**src/rtl/lfsr_decrypter.sv**
```systemverilog
// Recovers a 6-bit LFSR seed/tap from a plaintext-space preamble and decrypts a message in dat_mem.
// Optional: define LFSR_DECRYPTER_CYCLE_CNT_EN to add a saturating 16-bit busy-cycle counter output.
module lfsr_decrypter #(
  parameter int W        = 8,
  parameter int AW       = 8,
  parameter int SRC_BASE = 64,
  parameter int DST_BASE = 0,
  parameter int MSG_LEN  = 64,
  parameter int PRE_LEN  = 7
) (
  input  logic          clk,
  input  logic          rst,
  input  logic          start,
  output logic [AW-1:0] raddr,
  input  logic [W-1:0]  rdata,
  output logic [AW-1:0] waddr,
  output logic [W-1:0]  wdata,
  output logic          write_en,
  output logic          busy,
  output logic          done,
  output logic          fail,
  output logic [2:0]    tap_sel
`ifdef LFSR_DECRYPTER_CYCLE_CNT_EN
  ,
  output logic [15:0]   cycles
`endif
);

  typedef enum logic [2:0] {IDLE, SEED, TEST, DECRYPT, DONE, FAIL} state_t;

  localparam logic [AW-1:0] SRC_C    = AW'(SRC_BASE);
  localparam logic [AW-1:0] DST_C    = AW'(DST_BASE);
  localparam logic [AW:0]   MSG_LAST = (AW+1)'(MSG_LEN - 1);
  localparam logic [AW:0]   PRE_LAST = (AW+1)'(PRE_LEN - 1);

  function automatic logic [5:0] tap_of(input logic [2:0] idx);
    case (idx)
      3'd0:    return 6'h21;
      3'd1:    return 6'h2D;
      3'd2:    return 6'h30;
      3'd3:    return 6'h33;
      3'd4:    return 6'h36;
      default: return 6'h39;
    endcase
  endfunction

  function automatic logic [5:0] lfsr_next(input logic [5:0] s, input logic [5:0] t);
    return {s[4:0], ^(s & t)};
  endfunction

  state_t        state, state_n;
  logic [AW:0]   i, i_n;
  logic [2:0]    tap_idx, tap_idx_n;
  logic [2:0]    tap_sel_n;
  logic [5:0]    lfsr, lfsr_n;
  logic [5:0]    seed, seed_n;
  logic [5:0]    key;

  // Keystream value implied by a plaintext space at the current read address.
  assign key = rdata[5:0] ^ 6'h20;

  // NOTE: state registers use non-blocking assignments so every flop samples pre-edge values.
  always_ff @(posedge clk or posedge rst) begin
    if (rst) begin
      state   <= IDLE;
      i       <= '0;
      tap_idx <= '0;
      tap_sel <= '0;
      lfsr    <= '0;
      seed    <= '0;
    end else begin
      state   <= state_n;
      i       <= i_n;
      tap_idx <= tap_idx_n;
      tap_sel <= tap_sel_n;
      lfsr    <= lfsr_n;
      seed    <= seed_n;
    end
  end

  // NOTE: every signal driven here gets a default first, so no path can infer a latch.
  always_comb begin
    state_n   = state;
    i_n       = i;
    tap_idx_n = tap_idx;
    tap_sel_n = tap_sel;
    lfsr_n    = lfsr;
    seed_n    = seed;
    write_en  = 1'b0;
    wdata     = '0;
    case (state)
      IDLE, DONE, FAIL: begin
        if (start) begin
          state_n = SEED;
          i_n     = '0;
        end
      end
      SEED: begin
        seed_n    = key;
        lfsr_n    = lfsr_next(key, tap_of(3'd0));
        tap_idx_n = '0;
        i_n       = (AW+1)'(1);
        state_n   = TEST;
      end
      TEST: begin
        if (key == lfsr) begin
          if (i == PRE_LAST) begin
            tap_sel_n = tap_idx;
            lfsr_n    = seed;
            i_n       = '0;
            state_n   = DECRYPT;
          end else begin
            i_n    = i + 1'b1;
            lfsr_n = lfsr_next(lfsr, tap_of(tap_idx));
          end
        end else if (tap_idx < 3'd5) begin
          // Restart the preamble check from byte 1 with the next candidate tap.
          tap_idx_n = tap_idx + 3'd1;
          i_n       = (AW+1)'(1);
          lfsr_n    = lfsr_next(seed, tap_of(tap_idx + 3'd1));
        end else begin
          state_n = FAIL;
        end
      end
      DECRYPT: begin
        write_en = 1'b1;
        wdata    = rdata ^ {{(W-6){1'b0}}, lfsr};
        lfsr_n   = lfsr_next(lfsr, tap_of(tap_sel));
        if (i == MSG_LAST) state_n = DONE;
        else               i_n     = i + 1'b1;
      end
      default: state_n = IDLE;
    endcase
  end

  assign busy  = (state == SEED) || (state == TEST) || (state == DECRYPT);
  assign done  = (state == DONE);
  assign fail  = (state == FAIL);
  assign raddr = busy ? SRC_C + i[AW-1:0] : '0;
  assign waddr = (state == DECRYPT) ? DST_C + i[AW-1:0] : '0;

`ifdef LFSR_DECRYPTER_CYCLE_CNT_EN
  logic accept;
  assign accept = start && ((state == IDLE) || (state == DONE) || (state == FAIL));

  always_ff @(posedge clk or posedge rst) begin
    if (rst)                                cycles <= '0;
    else if (accept)                        cycles <= '0;
    else if (busy && (cycles != 16'hFFFF))  cycles <= cycles + 16'd1;
  end
`endif

endmodule
```
**config.mk**
```make
export PLATFORM = sky130hd
export DESIGN_NAME = lfsr_decrypter
export DESIGN_NICKNAME = d
export VERILOG_FILES = /design/src/rtl/lfsr_decrypter.sv
export SDC_FILE = /design/constraint.sdc
export NUM_CORES = 1
export LEC_CHECK = 0
export CAP_MARGIN = 30
export CORE_MARGIN = 4
export CORE_UTILIZATION = 30
export DETAILED_ROUTE_END_ITERATION = 16
export GPL_ROUTABILITY_DRIVEN = 0
export PLACE_DENSITY_LB_ADDON = 0.2
export SLEW_MARGIN = 25
export SYNTH_ARGS = -nofsm -noshare
export SYNTH_HDL_FRONTEND = slang
export SYNTH_SLANG_ARGS = --single-unit
```
**constraint.sdc**
```tcl
create_clock -name clk -period 2.3 [get_ports clk]
set_input_delay 0.46 -clock clk [delete_from_list [all_inputs] [get_ports clk]]
set_output_delay 0.46 -clock clk [all_outputs]
set_load 0.02 [all_outputs]
```
==> impl_metrics.yaml <==
critical_path:
  cp_top_family: "buffers and inverters"
  critical-path-slowest-cell: "clkdlybuf4s50_1"
  path_max_fanout: 6
  reg2regPathDepth: 8
  rr_endpoint: "lfsr[0]"
  start_kind: "input pin"
  timing.reg2reg.setup_slack_ps: 110
  crit_buf_inv: 2
  endpoint_kind: "flop"
  r2r-start: "tap_idx[1]"
  crit_arrival_ps: 2430
  critPathKind: "in -> reg"
  worstPathCellList: "clkdlybuf4s50_1 > xnor2_2 > nand2_1 > or3_4 > o31ai_4 > buf_6 > nand2b_2 > o31ai_1"
  slowest_delay_ps: 520
  worstPathRequired_ps: 2490
yosys:
  ys_types: 50
  synth_top_flop_cell: "dfrtp_1"
  netlist_instances: 293
  yosysSeqAreaShare: 0.307
  ys_top_cells_by_area: "dfrtp_1 31%, mux2_2 6.9%, ha_1 5.1%"
  syn-num-nets: 314
  synthArstFlopShare: 1.00
  ys_warn_count: 0
  synth_area_mm2: 0.00245
  synth_top_area_frac: 0.307
  synth_top_cell_by_area: "dfrtp_1"
  avgSynthCellArea_um2: 8.35
  synth_seq_cells: 30
  synth-edff-count: 0
cells_and_area:
  layout.cells.non_filler: 477
  nFillCells: 806
  drive_gt1_frac: 0.275
  num-nets-final: 395
  design_area_mm2: 0.00352
  antennaDiodeCount: 0
  final_core_util: 0.449
  area_delta_synth_final_pct: 44.0
global_route:
  grt_max_degree: 31
  grtUsageTotal: 0.158
  antenna_found_initial: 0
  overflow: 0
  grt_pass1_vias: 2427
  grt_pass1_wl_um: 12400
power:
  swShare: 0.437
  p_leak_nw: 1.79
  power.switching_w: 0.00190
  ir_drop_uv: 598
  p_int_w: 0.00245
  seq_power_share: 0.206
  p_per_area_mw_per_mm2: 1240
  clkPwrFrac: 0.102
  total_power_w: 0.00435
  comb_power_share: 0.692
place:
  portBuffers: 41
  dpl.hpwl_um: 5640
  dpl_cell_area_mm2: 0.00329
  dp_cells: 469
drt:
  route.final.wire_length_um: 7490
  drtIter0Drc: 80
  via_count: 2414
  drc: 0
  drt-pass1-iter-count: 4
  ant_nets: 0
  routedWlPerCell_um: 15.7
  post_drt_via_cell_ratio: 5.06
timing:
  hold_viol: 0
  fin_worst_skew_ps: 10.3
  finalSetupViolCount: 0
  worst_pin_slew_ps: 411
  grt_setup_unrepaired: "yes"
  setup_tns_ps: 0
  fmax_ghz: 0.447
  fin_crit_sh: 0.973
  slew_headroom: 0.725
  period_minus_slack_ps: 2240
  drv_slew: 0
die:
  die_y_um: 98.3
  rows: 32
  die_x_um: 98.3
  start_util: 0.312
  io_pins: 42
  core_area_mm2: 0.00785
  dieArea_mm2: 0.00967
clocking:
  cts_setup_buffers: 0
  clock_latency_ps: 280
  cts_buffers: 5
  cts_tree: "yes"
  clk_pin_slew_ps: 70
  h-tree-depth: 2
  cts_buffer_depth: 2
  cts_sinks: 30
  root_buffer: "clkbuf_8"
run_status:
  status: "finished clean"
worst_hold_path:
  hold_end: "i[8]"
  hp-class: "reg -> reg"
  worstHoldStart: "i[8]"
  hold_depth: 1
job:
  maxCapViolations: 0
## worst max path at each step
stage,start,end,cells after the start,slack (ps)
floorplan,tap_idx[0],lfsr[0],9,10
global placement,rdata[4],lfsr[1],7,-230
detailed placement,rdata[3],lfsr[1],7,-290
CTS,state[0],waddr[0],5,2
global route,rdata[0],i[8],9,-20
finish,rdata[0],i[3],8,60
## state kept, by name, indices dropped and copies added (netlist names)
register and cells:
tap_idx 3, tap_sel 3, state 3, i 9
seed 6, lfsr 6
## cell usage in the layout (no fill, tap or decap), types with 2 or more instances in the layout
cell	n
o31ai_1	3
and2_1	8
mux2_2	14
xnor2_2	5
a22o_1	6
a21o_1	6
ha_1	7
o21ai_1	4
nand2b_1	8
xnor2_1	8
o22ai_1	3
xor2_1	5
buf_6	2
a31oi_2	2
clkdlybuf4s50_1	15
o31ai_2	2
a31oi_1	5
a21oi_1	7
inv_1	10
o21ai_0	16
dlymetal6s2s_1	12
mux2i_1	3
o211ai_1	2
nand2_1	27
nor2_1	30
nand3_1	11
dfrtp_2	2
buf_4	49
dfrtp_1	28
nor3_1	5
dlygate4sd2_1	14
clkbuf_8	6
ha_2	2
nor2b_1	5
a21oi_2	2
and3_1	13
## logic make-up after synthesis
group	synth area share
AOI/OAI and AO/OA	0.190
xor gates and xnor gates	0.0736
buffers and inverters	0.0552
muxes	0.0813
DFF	0.307
and+or+nand+nor	0.242
adders and majority gates	0.0511
## synthesized netlist by cell type, types with 7 or more instances
cell type / number
dfrtp_1: 30
clkbuf_1: 11
nand2_1: 27
xnor2_1: 13
a21oi_1: 9
mux2_2: 15
nand2b_1: 8
o21ai_0: 18
inv_1: 10
and2_1: 8
and3_1: 13
nand3_1: 11
nor2_1: 31
ha_1: 10
a31oi_1: 7
## per-layer routing
| metal | up-vias | GRT usage | routed length, um |
|---|---|---|---|
| li1 | 1190 | - | - |
| met1 | 1160 | 0.214 | 3530 |
| met2 | 57 | 0.257 | 3540 |
| met3 | 7 | 0.0329 | 324 |
| met4 | 0 | 0.0378 | 99 |
| met5 | - | 0 | 0 |
## cell type report
cell class | count | area (um2) | share of cell area
inverters | 11 | 41.3 | 0.0117
clock inverters | 1 | 5.00 | 0.00142
multi-input cells | 233 | 1680 | 0.476
well taps | 102 | 128 | 0.0362
clock buffers | 7 | 86.3 | 0.0245
flip-flops and latches | 30 | 753 | 0.214
repair buffers | 93 | 833 | 0.237
## what timing repair did
action,4_1_cts,5_1_grt
gates cloned,0,0
hold buffers,0,0
endpoints found under the setup margin,16,35
gates resized for setup,17,36
pin swaps,1,11
## power groups by stage
stage          clock (W)  sequential (W)  combinational [W]
2_1_floorplan          0        0.000834            0.00177
3_3_place_gp           0        0.000891            0.00281
3_5_place_dp           0        0.000890            0.00283
4_1_cts         0.000450        0.000883            0.00286
5_1_grt         0.000470        0.000927            0.00330
6_report        0.000443        0.000898            0.00301
## stage by stage
step	hold WS [ps]	setup slack, ps
floorplan	436	14.2
global placement	466	-233
detailed placement	466	-292
CTS	478	1.96
global route	520	-21.9
finish	489	62.8
Power figures use the tool's default switching activity.
